**config.mk**
```make
export PLATFORM = sky130hd
export DESIGN_NAME = urv_dm_wb_bridge
export DESIGN_NICKNAME = d
export VERILOG_FILES = /design/src/rtl/urv_dm_wb_bridge_pkg.sv /design/src/rtl/urv_dm_timeout.sv /design/src/rtl/urv_dm_wb_bridge.sv
export SDC_FILE = /design/constraint.sdc
export NUM_CORES = 1
export LEC_CHECK = 0
export CAP_MARGIN = 20
export CORE_MARGIN = 4
export CORE_UTILIZATION = 40
export DETAILED_ROUTE_END_ITERATION = 16
export GPL_TIMING_DRIVEN = 0
export PLACE_DENSITY = 0.84
export SLEW_MARGIN = 5
export SYNTH_ARGS = -nofsm -noshare
export SYNTH_HDL_FRONTEND = slang
export SYNTH_SLANG_ARGS = --single-unit
```
**constraint.sdc**
```tcl
create_clock -name clk_i -period 3.24 [get_ports clk_i]
set_input_delay 0.648 -clock clk_i [delete_from_list [all_inputs] [get_ports clk_i]]
set_output_delay 0.648 -clock clk_i [all_outputs]
set_load 0.005 [all_outputs]
```
**src/rtl/urv_dm_wb_bridge_pkg.sv**
```systemverilog
`default_nettype none
// +----------------------------------------------------------------------------+
// | urv_dm_wb_bridge_pkg : shared state encodings and constants, rev 1.0       |
// +----------------------------------------------------------------------------+
package urv_dm_wb_bridge_pkg;

  typedef enum logic [1:0] {
    ST_IDLE  = 2'd0,
    ST_ISSUE = 2'd1,
    ST_WAIT  = 2'd2,
    ST_DONE  = 2'd3
  } dm_state_e;

  localparam logic [31:0] C_ERR_DATA = 32'hFFFF_FFFF;

  function automatic logic [31:0] word_align(input logic [31:0] addr);
    return addr & 32'hFFFF_FFFC;
  endfunction

endpackage
`default_nettype wire

```
**src/rtl/urv_dm_timeout.sv**
```systemverilog
`default_nettype none
// +----------------------------------------------------------------------------+
// | urv_dm_timeout : bus-cycle watchdog with clear/enable, rev 1.0             |
// +----------------------------------------------------------------------------+
module urv_dm_timeout #(
  parameter int unsigned g_limit = 255
) (
  input  logic clk_i,
  input  logic rst_i,
  input  logic clear_i,
  input  logic enable_i,
  output logic expired_o
);

  localparam logic [31:0] C_LAST = 32'(g_limit - 1);

  logic [31:0] cnt_q;
  logic [31:0] cnt_d;

  // Expiry is flagged during the g_limit-th enabled cycle so the abort edge
  // lands exactly g_limit cycles after counting starts.
  assign expired_o = (g_limit != 0) && enable_i && (cnt_q == C_LAST);

  always_comb begin
    cnt_d = cnt_q;
    if (clear_i) begin
      cnt_d = '0;
    end else if (enable_i && !expired_o) begin
      cnt_d = cnt_q + 32'd1;
    end
  end

  always_ff @(posedge clk_i) begin
    if (rst_i) begin
      cnt_q <= '0;
    end else begin
      cnt_q <= cnt_d;
    end
  end

endmodule
`default_nettype wire

```
**src/rtl/urv_dm_wb_bridge.sv**
```systemverilog
`default_nettype none
// +----------------------------------------------------------------------------+
// | urv_dm_wb_bridge : uRV data-memory port to Wishbone B4 pipelined, rev 1.0  |
// +----------------------------------------------------------------------------+
module urv_dm_wb_bridge
  import urv_dm_wb_bridge_pkg::*;
#(
  parameter int unsigned g_timeout  = 255,
  parameter logic [31:0] g_err_data = C_ERR_DATA
) (
  input  logic        clk_i,
  input  logic        rst_i,
  input  logic [31:0] dm_addr_i,
  input  logic [31:0] dm_data_s_i,
  input  logic [3:0]  dm_data_select_i,
  input  logic        dm_load_i,
  input  logic        dm_store_i,
  output logic [31:0] dm_data_l_o,
  output logic        dm_load_done_o,
  output logic        dm_store_done_o,
  output logic        dm_bus_err_o,
  output logic        dm_busy_o,
  output logic        dm_overrun_o,
  output logic        wb_cyc_o,
  output logic        wb_stb_o,
  output logic        wb_we_o,
  output logic [31:0] wb_adr_o,
  output logic [3:0]  wb_sel_o,
  output logic [31:0] wb_dat_o,
  input  logic [31:0] wb_dat_i,
  input  logic        wb_ack_i,
  input  logic        wb_err_i,
  input  logic        wb_stall_i
);

  dm_state_e   state_q, state_d;
  logic [31:0] adr_q, adr_d;
  logic [3:0]  sel_q, sel_d;
  logic [31:0] dat_q, dat_d;
  logic        we_q, we_d;
  logic [31:0] rdata_q, rdata_d;
  logic        err_q, err_d;
  logic        overrun_q, overrun_d;

  logic req;
  logic busy;
  logic accept;
  logic resp_ok;
  logic expired;

  assign req     = dm_load_i | dm_store_i;
  assign busy    = (state_q == ST_ISSUE) || (state_q == ST_WAIT);
  assign accept  = req && ((state_q == ST_IDLE) || (state_q == ST_DONE));
  // A response only counts once the strobe has actually been taken by the slave.
  assign resp_ok = (state_q == ST_WAIT) || ((state_q == ST_ISSUE) && !wb_stall_i);

  urv_dm_timeout #(
    .g_limit (g_timeout)
  ) u_timeout (
    .clk_i     (clk_i),
    .rst_i     (rst_i),
    .clear_i   (accept),
    .enable_i  (busy),
    .expired_o (expired)
  );

  always_comb begin
    state_d   = state_q;
    adr_d     = adr_q;
    sel_d     = sel_q;
    dat_d     = dat_q;
    we_d      = we_q;
    rdata_d   = rdata_q;
    err_d     = err_q;
    overrun_d = overrun_q;

    if (accept) begin
      adr_d   = word_align(dm_addr_i);
      sel_d   = dm_data_select_i;
      dat_d   = dm_data_s_i;
      we_d    = !dm_load_i;
      rdata_d = '0;
      err_d   = 1'b0;
    end

    if ((busy && req) || (dm_load_i && dm_store_i)) begin
      overrun_d = 1'b1;
    end

    case (state_q)
      ST_IDLE: begin
        if (accept) state_d = ST_ISSUE;
      end
      ST_ISSUE, ST_WAIT: begin
        if (resp_ok && wb_err_i) begin
          state_d = ST_DONE;
          rdata_d = g_err_data;
          err_d   = 1'b1;
        end else if (resp_ok && wb_ack_i) begin
          state_d = ST_DONE;
          rdata_d = wb_dat_i;
        end else if (expired) begin
          state_d = ST_DONE;
          rdata_d = g_err_data;
          err_d   = 1'b1;
        end else if (state_q == ST_ISSUE && !wb_stall_i) begin
          state_d = ST_WAIT;
        end
      end
      ST_DONE: begin
        state_d = accept ? ST_ISSUE : ST_IDLE;
      end
      default: state_d = ST_IDLE;
    endcase
  end

  always_ff @(posedge clk_i) begin
    if (rst_i) begin
      state_q   <= ST_IDLE;
      adr_q     <= '0;
      sel_q     <= '0;
      dat_q     <= '0;
      we_q      <= 1'b0;
      rdata_q   <= '0;
      err_q     <= 1'b0;
      overrun_q <= 1'b0;
    end else begin
      state_q   <= state_d;
      adr_q     <= adr_d;
      sel_q     <= sel_d;
      dat_q     <= dat_d;
      we_q      <= we_d;
      rdata_q   <= rdata_d;
      err_q     <= err_d;
      overrun_q <= overrun_d;
    end
  end

  assign wb_cyc_o        = busy;
  assign wb_stb_o        = (state_q == ST_ISSUE);
  assign wb_we_o         = we_q;
  assign wb_adr_o        = adr_q;
  assign wb_sel_o        = sel_q;
  assign wb_dat_o        = dat_q;
  assign dm_busy_o       = busy;
  assign dm_overrun_o    = overrun_q;
  assign dm_load_done_o  = (state_q == ST_DONE) && !we_q;
  assign dm_store_done_o = (state_q == ST_DONE) && we_q;
  assign dm_bus_err_o    = (state_q == ST_DONE) && err_q;
  assign dm_data_l_o     = ((state_q == ST_DONE) && !we_q) ? rdata_q : 32'h0;

endmodule
`default_nettype wire

```
==> run_results.csv <==
group,metric,value,unit
routing,drc_errors,0,
grt,grt_start_max_net_pins,17,
sta,setup_tns,0,ns
clock_network,clock_pin_slew_worst_setup_and_hold_paths,0.06,ns
clock_network,clk-insertion-delay-late,0.42,ns
clock_network,cts_root_buffer,"sky130_fd_sc_hd__clkbuf_16",
routing,detailroute.via_count,6051,
clock_network,clock_sink_count,135,
flow_run,drv.max_cap_violation_count,0,
pwr,vdd_drop_max,0.547,mV
yosys,synth_enable_flop_cells,0,
floorplanning,core_region_area,14600,µm²
yosys,syn_inst,729,
min_path,hp-class,"reg2reg",
yosys,postSynthAreaPerCell,8.17,µm²
setup_path,timing.critical_path.max_delay_family,"buffers and inverters",
setup_path,critical_path.cell_chain,"ha_1 -> nor2b_2 -> clkbuf_1 -> and2_1 -> clkdlybuf4s50_1",
floorplanning,pin_count,215,
yosys,total_number_of_yosys_warnings,0,
floorplanning,fp-row-count,44,
grt,antenna_found_initial,0,
routing,detail_route.iter0.violations,452,
setup_path,critical_path_peak_fanout,10,
yosys,synth_cell_types,54,
yosys,synthArstFlopShare,0,
sta,final_setup_violation_count,0,
setup_path,worstSetupStartpointType,"register",
finish,antenna-diode-count,0,
min_path,whs_path_depth,2,
floorplanning,floorplan.die_area,16900,µm²
floorplanning,dieHeight,130,µm
setup_path,worst-endpoint-arrival,2.35,ns
yosys,ys_seq_area_frac,0.453,
clock_network,max-clock-path-buffers,2,
grt,grt.overflow.total,0,
finish,final_core_utilization,0.614,
routing,detail_route.vias_per_cell,5.24,
status,outcome,"finished, final reports clean",
pwr,leakage_power_summed_over_all_cells,3.29,nW
sta,rsz0062_at_grt,"no",
setup_path,worst-r2r-cell-count,8,
yosys,synth.top_cell.area_share,0.453,
yosys,synth-seq-cells,135,
pwr,powerDensity,680,nW/µm²
yosys,synth_area,5960,µm²
placed_design,finalWeightedCongestion,0.856,
setup_path,crit_type,"reg2out",
sta,number_of_pins_with_negative_max_slew_slack_in_the_final_report,0,
setup_path,largest_stage_delay_on_the_critical_path,0.49,ns
sta,slew_headroom,0.515,
routing,ant_nets,0,
placed_design,io_buffers,210,
yosys,synth_flop_cell,"sky130_fd_sc_hd__dfxtp_1",
clock_network,cts_made_buffers,17,
setup_path,crit_path_buffers_inverters,2,
clock_network,cts_tree,"done",
sta,tmin_final,3.00,ns
setup_path,crit_cells,5,
sta,final.hold.worst_slack,0.451,ns
sta,clock.fmax,0.333,GHz
grt,grt_first_pass_wirelength,28.2,mm
clock_network,ctsHtreeMaxLevel,4,
sta,timing.clock.skew,0.00871,ns
yosys,ys_top_cells_by_area,"sky130_fd_sc_hd__dfxtp_1 45%, sky130_fd_sc_hd__nand2_1 10%, sky130_fd_sc_hd__a21oi_1 6.7%, sky130_fd_sc_hd__o221a_1 5.5%, sky130_fd_sc_hd__nor2_1 4.7%",
floorplanning,floorplan.initialDensity,0.408,
setup_path,ff2ff_setup_slack,0.60,ns
floorplanning,dieWidth,130,µm
routing,postRouteWirelength,18.3,mm
finish,layout.nets,1072,
grt,number_of_global_route_vias_before_repair,5729,
sta,setup_ws,0.237,ns
setup_path,crit_path_top_delay_cell,"sky130_fd_sc_hd__clkdlybuf4s50_1",
finish,drive_above_1_share,0.0680,
placed_design,pre_cts_slack,0.406,ns
routing,initial_drt_pass_iterations,5,
yosys,yosys.area.top_type,"sky130_fd_sc_hd__dfxtp_1",
setup_path,worstPathRequired,2.59,ns
placed_design,dp_hpwl,13.2,mm
finish,syn2layout_area_growth,50.2,%
sta,final.period_utilization,0.927,
setup_path,crit_path_end_kind,"output pin",
grt,grt_usage,0.209,
routing,routedWlPerCell,15.8,µm
sta,max_slew.worst_pin.slew,0.721,ns
sta,timing_hold_violations_final,0,
[tightest hold or removal path: stages, from the launching register on]
cell                      delay, ns
sky130_fd_sc_hd__dfxtp_1       0.30
sky130_fd_sc_hd__nand2_1       0.05
sky130_fd_sc_hd__a21oi_1       0.05
[routing by layer]
metal	vias to the layer above	global-route usage	routed length (µm)
met1	2765	0.254	7470
met3	24	0.0827	1820
li1	2999	-	-
met5	-	0	0
met2	263	0.344	8750
met4	0	0.0605	244
[cells in the final DEF (no fill, tap or decap), drive strengths merged, types with 7 or more instances in the layout]
| cell | netlist | final |
|---|---|---|
| mux2i | 10 | 10 |
| o21ai | 14 | 14 |
| a21oi | 80 | 80 |
| nand4 | 12 | 12 |
| nand3 | 22 | 22 |
| dfxtp | 135 | 135 |
| nor4 | 8 | 8 |
| or3 | 18 | 18 |
| nand2 | 159 | 159 |
| buf | 17 | 17 |
| o221a | 33 | 33 |
| nor3 | 7 | 7 |
| clkdlybuf4s50 | 0 | 210 |
| nor2 | 74 | 74 |
| clkbuf | 35 | 54 |
| and4 | 9 | 9 |
| inv | 10 | 12 |
| and2 | 37 | 37 |
[state kept, by name, summed over array words and instances (netlist names)]
name / cells
wb_adr_o: 30
wb_we_o: 1
wb_dat_o: 32
dm_overrun_o: 1
state_q: 2
err_q: 1
rdata_q: 32
wb_sel_o: 4
u_timeout.cnt_q: 32
[power by group]
part           leakage [nW]  internal (W)  switching, W
clock network         0.316       0.00140      0.000730
registers              1.10       0.00188      0.000130
logic                  1.88      0.000873       0.00107
total                  3.29       0.00415       0.00193
[layout make-up]
cell class	instances	area (µm²)
Fill cell	1229	5640
Clock buffer	19	453
Tap cell	184	230
Buffer	52	241
Inverter	10	37.5
Sequential cell	135	2700
Multi-Input combinational cell	533	2990
Timing Repair Buffer	210	2100
Clock inverter	12	198
[repair_timing]
| item | 4_1_cts | 5_1_grt |
|---|---|---|
| hold buffers | 0 | 0 |
| buffers inserted | 0 | 0 |
| gates resized for setup | 1 | 4 |
| endpoints found under the setup margin | 1 | 5 |
[cell families (layout without fill, tap and decap cells)]
kind of cell             count (synthesis)  after routing  share of synthesized area
buffers and inverters                   62            303                     0.0464
AND/OR/NAND/NOR                        360            360                      0.290
multiplexers                            10             10                     0.0168
adder cells (fa/ha/maj)                  7              7                     0.0143
flip-flops                             135            135                      0.453
XOR/XNOR                                 2              2                    0.00294
other                                    1              2                   0.000629
AO/OA/AOI/OAI                          152            152                      0.175
[cell usage after synthesis (2+ instances only)]
master,n
sky130_fd_sc_hd__buf_1,3
sky130_fd_sc_hd__inv_1,10
sky130_fd_sc_hd__o21ai_0,14
sky130_fd_sc_hd__a211oi_1,5
sky130_fd_sc_hd__dfxtp_1,135
sky130_fd_sc_hd__ha_1,6
sky130_fd_sc_hd__nor4_1,5
sky130_fd_sc_hd__nand4_1,10
sky130_fd_sc_hd__nor4_2,3
sky130_fd_sc_hd__a31oi_1,6
sky130_fd_sc_hd__nor2b_1,2
sky130_fd_sc_hd__xnor2_1,2
sky130_fd_sc_hd__mux2i_1,10
sky130_fd_sc_hd__and2_1,37
sky130_fd_sc_hd__buf_6,3
sky130_fd_sc_hd__nor2_1,74
sky130_fd_sc_hd__o221a_2,4
sky130_fd_sc_hd__clkbuf_1,35
sky130_fd_sc_hd__nor3_1,7
sky130_fd_sc_hd__or3_1,18
sky130_fd_sc_hd__nand2_1,158
sky130_fd_sc_hd__buf_2,8
sky130_fd_sc_hd__o221a_1,29
sky130_fd_sc_hd__or4_1,3
sky130_fd_sc_hd__and3_1,3
sky130_fd_sc_hd__buf_4,3
sky130_fd_sc_hd__nand3_1,22
sky130_fd_sc_hd__a21oi_1,80
sky130_fd_sc_hd__and4_1,7
sky130_fd_sc_hd__o31ai_1,2
sky130_fd_sc_hd__and4_4,2
[worst paths after layout]
kind,startpoint,to
setup / recovery,state_q[1],dm_data_l_o[6]
hold / removal,wb_dat_o[24],wb_dat_o[24]
setup reg to reg,state_q[0],wb_adr_o[16]
hold reg to reg,wb_dat_o[24],wb_dat_o[24]
[through the flow]
step	total power, W	cells	area [µm²]
final	0.00608	1155	8950
after floorplan	0.00308	730	5960
after CTS	0.00610	1155	8950
after global routing	0.00643	1155	8950
after detailed placement	0.00396	1124	8300
after global placement	0.00393	1124	8300
Power figures use the tool's default switching activity.
